## config.mk

```make
export PLATFORM = sky130hd
export DESIGN_NAME = intp_deci_sched_flat
export DESIGN_NICKNAME = d
export VERILOG_FILES = /design/src/rtl/intp_deci_sched_pkg.sv /design/src/rtl/intp_deci_sched_if.sv /design/src/rtl/intp_deci_sched_phase_acc.sv /design/src/rtl/intp_deci_sched.sv /design/src/flat_wrapper.sv
export SDC_FILE = /design/constraint.sdc
export NUM_CORES = 1
export LEC_CHECK = 0
export ABC_AREA = 1
export CAP_MARGIN = 20
export CORE_UTILIZATION = 45
export CTS_BUF_LIST = sky130_fd_sc_hd__clkbuf_8
export DETAILED_ROUTE_END_ITERATION = 6
export DONT_BUFFER_PORTS = 1
export SETUP_SLACK_MARGIN = 0.5
export SLEW_MARGIN = 40
export SYNTH_ARGS = -nofsm -noshare
export SYNTH_HDL_FRONTEND = slang
export SYNTH_SLANG_ARGS = --single-unit
export TNS_END_PERCENT = 5
```

## constraint.sdc

```tcl
create_clock -name clk -period 2.15 [get_ports clk]
set_input_delay 0.43 -clock clk [delete_from_list [all_inputs] [get_ports clk]]
set_output_delay 0.43 -clock clk [all_outputs]
set_load 0.01 [all_outputs]
```

## src/rtl/intp_deci_sched_pkg.sv

```systemverilog
// intp_deci_pkg: shared constants and types for the interpolation/decimation
// strobe scheduler.
//   PW_DEF     default phase accumulator width
//   CW_DEF     default width of the saturating drop/fill counters
//   rate_cfg_t pair of strobe increments {inc_i, inc_o} at the default width
package intp_deci_pkg;

  localparam int PW_DEF = 32;
  localparam int CW_DEF = 16;

  typedef struct packed {
    logic [PW_DEF-1:0] inc_i;
    logic [PW_DEF-1:0] inc_o;
  } rate_cfg_t;

endpackage

```

## src/rtl/intp_deci_sched_if.sv

```systemverilog
// intp_deci_sched_if: control/status bundle of the strobe scheduler.
//   run        accumulators advance while high
//   cfg_wr     capture cfg_inc_i/cfg_inc_o into the shadow registers
//   cfg_pend   a shadow configuration is waiting to be applied
//   cnt_clr    clear drop_cnt/fill_cnt
//   eni/eno    one-cycle input/output sample enables
//   full       hold register holds an unconsumed input sample
//   drop_cnt   input samples overwritten before being output (saturating)
//   fill_cnt   output strobes that found no fresh sample (saturating)
// There is no valid/ready handshake on this bundle: every input is sampled on
// each rising clk edge, and eni/eno are single-cycle pulses with no back-pressure.
interface intp_deci_sched_if #(
  parameter int PW = 32,
  parameter int CW = 16
);
  logic          run;
  logic          cfg_wr;
  logic [PW-1:0] cfg_inc_i;
  logic [PW-1:0] cfg_inc_o;
  logic          cfg_pend;
  logic          cnt_clr;
  logic          eni;
  logic          eno;
  logic          full;
  logic [CW-1:0] drop_cnt;
  logic [CW-1:0] fill_cnt;

  modport master (
    output run, cfg_wr, cfg_inc_i, cfg_inc_o, cnt_clr,
    input  cfg_pend, eni, eno, full, drop_cnt, fill_cnt
  );

  modport slave (
    input  run, cfg_wr, cfg_inc_i, cfg_inc_o, cnt_clr,
    output cfg_pend, eni, eno, full, drop_cnt, fill_cnt
  );
endinterface

```

## src/rtl/intp_deci_sched_phase_acc.sv

```systemverilog
// phase_acc_strobe: fractional phase accumulator producing a strobe at an
// average rate of inc / 2**PW of clk.
//   clk  clock
//   rst  synchronous active-high reset (phase and strobe cleared)
//   run  1: accumulate; 0: hold phase, strobe forced low
//   inc  phase increment; 0 means the strobe never fires
//   stb  registered carry of the wrapping add (one-cycle pulse)
module phase_acc_strobe #(
  parameter int PW = 32
) (
  input  logic          clk,
  input  logic          rst,
  input  logic          run,
  input  logic [PW-1:0] inc,
  output logic          stb
);

  logic [PW-1:0] r_acc;
  logic          r_stb;
  logic [PW:0]   w_sum;

  // One extra bit catches the wrap past 2**PW; that carry is the strobe.
  assign w_sum = {1'b0, r_acc} + {1'b0, inc};

  always_ff @(posedge clk) begin
    if (rst) begin
      r_acc <= '0;
      r_stb <= 1'b0;
    end else if (run) begin
      r_acc <= w_sum[PW-1:0];
      r_stb <= w_sum[PW];
    end else begin
      r_stb <= 1'b0;
    end
  end

  assign stb = r_stb;

endmodule

```

## src/rtl/intp_deci_sched.sv

```systemverilog
// intp_deci_sched: strobe scheduler for the interpolation/decimation hold
// stage. Two phase accumulators generate the eni/eno enables; the block also
// holds the shadow rate configuration, tracks hold-register occupancy and
// counts dropped/zero-filled samples.
//   clk  clock
//   rst  synchronous active-high reset
//   bus  intp_deci_sched_if slave: run, cfg_*, cnt_clr in; strobes/status out
module intp_deci_sched
  import intp_deci_pkg::*;
#(
  parameter int PW = PW_DEF,
  parameter int CW = CW_DEF
) (
  input logic                clk,
  input logic                rst,
  intp_deci_sched_if.slave   bus
);

  // Same layout as rate_cfg_t, sized to this instance's accumulator width.
  typedef struct packed {
    logic [PW-1:0] inc_i;
    logic [PW-1:0] inc_o;
  } cfg_w_t;

  cfg_w_t        r_act;
  cfg_w_t        r_shadow;
  logic          r_pend;
  logic          r_full;
  logic [CW-1:0] r_drop;
  logic [CW-1:0] r_fill;
  logic          w_eni;
  logic          w_eno;
  logic          w_apply;
  logic          w_drop_ev;
  logic          w_fill_ev;

  phase_acc_strobe #(.PW(PW)) u_acc_i (
    .clk (clk),
    .rst (rst),
    .run (bus.run),
    .inc (r_act.inc_i),
    .stb (w_eni)
  );

  phase_acc_strobe #(.PW(PW)) u_acc_o (
    .clk (clk),
    .rst (rst),
    .run (bus.run),
    .inc (r_act.inc_o),
    .stb (w_eno)
  );

  // New rates land on an output strobe so the output phase stays continuous.
  // With inc_o=0 no eno ever comes, so a pending config is taken at once.
  assign w_apply   = r_pend & (w_eno | (r_act.inc_o == '0));

  // eni and eno together on a full register: old sample leaves, new enters.
  assign w_drop_ev = w_eni & r_full & ~w_eno;
  assign w_fill_ev = w_eno & ~r_full;

  always_ff @(posedge clk) begin
    if (rst) begin
      r_act    <= '0;
      r_shadow <= '0;
      r_pend   <= 1'b0;
      r_full   <= 1'b0;
      r_drop   <= '0;
      r_fill   <= '0;
    end else begin
      if (w_apply) begin
        r_act <= r_shadow;
      end

      // A write in the apply cycle refills the shadow and keeps it pending.
      if (bus.cfg_wr) begin
        r_shadow <= '{inc_i: bus.cfg_inc_i, inc_o: bus.cfg_inc_o};
        r_pend   <= 1'b1;
      end else if (w_apply) begin
        r_pend <= 1'b0;
      end

      if (w_eni) begin
        r_full <= 1'b1;
      end else if (w_eno) begin
        r_full <= 1'b0;
      end

      if (bus.cnt_clr) begin
        r_drop <= '0;
        r_fill <= '0;
      end else begin
        if (w_drop_ev && (r_drop != '1)) begin
          r_drop <= r_drop + 1'b1;
        end
        if (w_fill_ev && (r_fill != '1)) begin
          r_fill <= r_fill + 1'b1;
        end
      end
    end
  end

  assign bus.eni      = w_eni;
  assign bus.eno      = w_eno;
  assign bus.full     = r_full;
  assign bus.cfg_pend = r_pend;
  assign bus.drop_cnt = r_drop;
  assign bus.fill_cnt = r_fill;

endmodule

```

## src/flat_wrapper.sv

```systemverilog
// flat-port wrapper written by rule: the top's interface ports become plain ports
module intp_deci_sched_flat import intp_deci_pkg::*;
#(
  parameter int PW = PW_DEF,
  parameter int CW = CW_DEF
)
  (clk, rst, bus_run, bus_cfg_wr, bus_cfg_inc_i, bus_cfg_inc_o, bus_cnt_clr, bus_cfg_pend, bus_eni, bus_eno, bus_full, bus_drop_cnt, bus_fill_cnt);
  intp_deci_sched_if #(.PW(PW), .CW(CW)) bus_i ();
  input logic clk;
  input logic rst;
  input wire logic [$bits(bus_i.run)-1:0] bus_run;
  input wire logic [$bits(bus_i.cfg_wr)-1:0] bus_cfg_wr;
  input wire logic [$bits(bus_i.cfg_inc_i)-1:0] bus_cfg_inc_i;
  input wire logic [$bits(bus_i.cfg_inc_o)-1:0] bus_cfg_inc_o;
  input wire logic [$bits(bus_i.cnt_clr)-1:0] bus_cnt_clr;
  output wire logic [$bits(bus_i.cfg_pend)-1:0] bus_cfg_pend;
  output wire logic [$bits(bus_i.eni)-1:0] bus_eni;
  output wire logic [$bits(bus_i.eno)-1:0] bus_eno;
  output wire logic [$bits(bus_i.full)-1:0] bus_full;
  output wire logic [$bits(bus_i.drop_cnt)-1:0] bus_drop_cnt;
  output wire logic [$bits(bus_i.fill_cnt)-1:0] bus_fill_cnt;
  assign bus_i.run = bus_run;
  assign bus_i.cfg_wr = bus_cfg_wr;
  assign bus_i.cfg_inc_i = bus_cfg_inc_i;
  assign bus_i.cfg_inc_o = bus_cfg_inc_o;
  assign bus_i.cnt_clr = bus_cnt_clr;
  assign bus_cfg_pend = bus_i.cfg_pend;
  assign bus_eni = bus_i.eni;
  assign bus_eno = bus_i.eno;
  assign bus_full = bus_i.full;
  assign bus_drop_cnt = bus_i.drop_cnt;
  assign bus_fill_cnt = bus_i.fill_cnt;
  intp_deci_sched #(.PW(PW), .CW(CW)) u_core (.clk(clk), .rst(rst), .bus(bus_i));
endmodule
```

# After elaboration in Yosys (flattened, before gate mapping)
# Cells that the tools add are included.
[word_totals]
register_bits = 228
in_bits = 69
out_inout_bits = 36
wordCells = 37
[op_classes]
n_addsub = 4
eq_ne = 2
n_mux = 4
bitwise = 8
n_reduce_logical = 7
[op_table]
columns = ["op", "n"]
rows = [
  ["$add A32 B32 Y33", 2],
  ["$add A16 B1 Y16 const B", 2],
  ["$logic_not A32 Y1", 1],
  ["$ne A16 B16 Y1 const B", 2],
  ["$and A1 B1 Y1", 4],
  ["$mux W1", 4],
  ["$reduce_bool A2 Y1", 2],
  ["$reduce_or A2 Y1", 2],
  ["$not A1 Y1", 3],
  ["$logic_and A1 B1 Y1", 2],
  ["$or A1 B1 Y1", 1],
]

# Longest topological paths before layout
[depth]
word_depth = 5
ltp_mapped = 13
depth_no_buf = 13

# Modules after synthesis
# From an unflattened synthesis, not the netlist that was laid out.
[hier_totals]
cells_unflattened = 2265
hier_area_um2 = 14018.4
[modules_own_cells]
columns = ["module", "n_inst", "cells_per_inst", "area_per_inst_um2", "seq_area_each_um2"]
rows = [
  ["intp_deci_sched", 1, 933, 6774.0, 3243.1],
  ["phase_acc_strobe (u_core.u_acc_i)", 1, 671, 3622.2, 660.6],
  ["phase_acc_strobe (u_core.u_acc_o)", 1, 661, 3622.2, 660.6],
]

# Least setup slack after synthesis
# OpenSTA, ideal clock, no wires.
[synth_timing]
path_type = "reg-to-reg"
start = "register u_core.u_acc_i.r_acc[0]"
end = "register u_core.u_acc_i.r_acc[28]"
setup_time_ps = 109
t_arrival_ps = 1699
t_required_ps = 2041
setup_slack_ps = 342
stages_incl_launch_ff = 13
path_buffers = 0
period_less_slack_ps = 1808
cell_sequence = "dfxtp_1 -> ha_1 -> fa_1 -> nand3_1 -> nand3_1 -> nand3_1 -> nand3_1 -> nand2_1 -> nand2_1 -> nand2_1 -> nand3_1 -> nand2_1 -> inv_1"
[synth_via]
elab_chain_cells = 1
[synth_lines]
columns = ["item", "line_no", "text"]
rows = [
  ["start, declared", "intp_deci_sched_phase_acc.sv:18", "logic [PW-1:0] r_acc;"],
  ["start signal, assigned", "intp_deci_sched_phase_acc.sv:30", "r_acc <= w_sum[PW-1:0];"],
  ["$add A32 B32 Y33", "intp_deci_sched_phase_acc.sv:23", "assign w_sum = {1'b0, r_acc} + {1'b0, inc};"],
]
# Every way passes these cells.
# A chain may end at the register's enable or synchronous reset.

# Worst setup path after layout
[layout_timing]
start = "register u_core.r_act[32] (netlist name)"
end = "register u_core.u_acc_i.r_acc[12]"
[layout_via]
elab_chain_cells = 1
[layout_lines]
columns = ["item", "line_no", "text"]
rows = [
  ["start, declared", "intp_deci_sched.sv:25", "cfg_w_t r_act;"],
  ["start signal, assigned", "intp_deci_sched.sv:71", "r_act <= r_shadow;"],
  ["$add A32 B32 Y33", "intp_deci_sched_phase_acc.sv:23", ""],
]
# Every way passes these cells.

==> metrics <==
run status completed; initial core utilization 45.8%; Post-DP HPWL 26.8 mm; critical path class flip-flop to flip-flop; Via Count ~13000; Die W 179 um; Max clock buf depth 3; type of origin of the critical path flip-flop; IO Count 105; Synth-to-Final Area Change 16.5%; synthesized area 14100 um^2; clock skew 20.8 ps; Post-synth top flop dfxtp_1; drt pass-1 iters 5; final hold viol count 0; ys async rst share 0%; CP arrival roughly 2200 ps; CTS tree done; die height 179 um; Synth Register Bits 228; total track usage ~24%; Max FO, Critical Path 4; final cycle utilization of the critical path 85.1%; post-route ant nets 0; Syn Inst Count 2256; floorplan row count 64; fraction of layout cells with a size suffix above 1 12.7%; EDFF count, synth 0; # fillers 3065; min cycle time layout 1830 ps; share of the synthesized area in the top cell type 32.5%; unrepaired setup endpoints after global routing true; drt wl/cell 14.5 um; worst hold path type primary input to flip-flop; Final setup viols 0; syn_nets between 2000 and 2500; Synth top cells by count 614 x nand2_1, 386 x inv_1, 294 x nor2_1, 228 x dfxtp_1, 196 x a21oi_1; Setup TNS 0 ps; vias in the first global route 12000; initial antenna violation count 0; PwrDens 832 nW/um^2; residual DRC count 0; first-pass GRT wire length between 60 and 70 mm; count leader, synth nand2_1; via density per instance 4.96; area of the multi-input gates 8360 um^2; sequential share of the synthesized area 32.5%; Post-Route WL 39.0 mm; gr ovfl total 0; global placer's final weighted congestion 0.951; Synth area leaders dfxtp_1 32%, nand2_1 16%, inv_1 10%; max_slew headroom a little under three fifths; input/output buffers 0; cts bufs inserted 43; Core Area slightly above 30000 um^2; CTS Sinks roughly 230; top cell type by total area after synthesis dfxtp_1; H-tree levels 2; die area between 30000 and 40000 um^2; register area 4630 um^2; synth warn 0; count of different cell masters after synthesis 35; Peak VDD IR 0.000652 V; Max Cap Violations 0; Crit path required time 2560 ps; Nets 2404; Antenna diodes 0; clock slew at reported path FFs 60 ps; Leak roughly 8 nW; clock latency on the worst-skew pair between 500 and 600 ps; final slew viol count 0; CP endpoint kind flip-flop; Worst-Margin Slew 639 ps; largest net degree at the start of global routing 96; Root Buffer Master clkbuf_8; DRT iter0 DRCs approximately 930; Fmax achieved 0.546 GHz; worst setup margin 319 ps; Synth Area per Inst 6.23 um^2; pre-CTS setup slack around 220 ps
[state kept, by name, indices dropped and copies added, names as in the netlist]
signal / cells
u_core.u_acc_o.r_acc: 32
u_core.bus.cfg_pend: 1
u_core.u_acc_o.stb: 1
u_core.bus.drop_cnt: 16
u_core.r_act: 64
u_core.bus.full: 1
u_core.u_acc_i.stb: 1
u_core.bus.fill_cnt: 16
u_core.r_shadow: 64
u_core.u_acc_i.r_acc: 32
[worst max-delay path, stage by stage, from the launching register on]
cell and delay, ps:
dfxtp_2 330, ha_4 160, fa_2 410, nand3_2 110
nand3_4 120, nand3_4 100, nand3_4 90, buf_4 150
xnor2_1 110, o21ai_0 80
[per-stage QoR]
stage / std cells / util [%] / instance area (um^2) / hold slack [ps] / power, mW
finish: 2692 / 53.4 / 16400 / 44.4 / 13.6
CTS: 2683 / 52.2 / 16000 / 0.987 / 13.2
global route: 2692 / 53.4 / 16400 / 14.9 / 14.4
detailed placement: 2597 / 46.8 / 14300 / 449 / 8.29
floorplan: 2256 / - / 14100 / 430 / 8.05
global placement: 2597 / 46.8 / 14300 / 441 / 8.26
[timing repair]
| action | CTS | global route |
|---|---|---|
| endpoints found under the hold margin | 12 | 0 |
| setup endpoints to repair | 141 | 149 |
| gates resized for setup | 122 | 79 |
| pin swaps | 13 | 14 |
| hold buffers | 2 | 0 |
| setup buffers | 8 | 4 |
| cloned | 2 | 5 |
[layer usage]
layer  share of wire (%)  track usage [%]  wire, um  vias to the layer above
met5                   0                0         0                        -
met4                 1.3             5.01       497                        0
met3                 6.5             4.69      2540                       40
met2                  41             35.4     16100                      346
met1                  51             36.0     19800                     5923
li1                    -                -         -                     7040
[layout by cell type (no fill, tap or decap), types with 5 or more instances in the layout]
cell type  instances
a21oi_2            8
xnor2_1           17
clkbuf_8          50
nand2_2           29
nand2_4            5
ha_2               7
dfxtp_2           31
nor3_1            21
nand3b_1           5
o21ai_0          107
ha_1              23
ha_4              36
nand3_4            6
clkinv_2           7
dfxtp_1          191
a21oi_1          187
xor2_1            27
and2_1             5
nand4_1           13
nand2_1          580
nor2_1           261
inv_1            399
nor2_2            29
buf_4             28
nand3_2           15
buf_12            10
nand3_1          144
dfxtp_4            6
[where the power goes]
| part | total, mW | switching (mW) | internal (mW) |
|---|---|---|---|
| clock network | 4.16 | 1.92 | 2.24 |
| logic | 4.33 | 2.41 | 1.91 |
| registers | 5.13 | 0.459 | 4.67 |
[cell families after synthesis]
logic type,after synthesis,share of synthesized area (%)
simple gates,1126,32.4
buf+inv,469,14.5
compound gates,321,11.7
flops,228,32.5
fa+ha+maj,68,6.16
xor+xnor,44,2.74
[layout make-up]
class                      instances  area share (%)
timing repair buffer              48            3.66
clock buffer                      50            4.20
clock inverter                    24           0.864
multi-input combinational       1559            51.1
inverter                         387            8.90
sequential                       228            28.3
tap                              396            3.03
[path summary, 6_finish.rpt]
path	startpoint	endpoint	slack [ps]	cells after the start
max	u_core.r_act[32]	u_core.u_acc_i.r_acc[12]	320	9
min	rst	u_core.u_acc_o.r_acc[23]	40	3
max reg2reg	u_core.r_act[32]	u_core.u_acc_i.r_acc[12]	320	9
min reg2reg	u_core.r_shadow[39]	u_core.r_shadow[39]	460	2
Note: power is estimated with default switching activity, not from simulation.
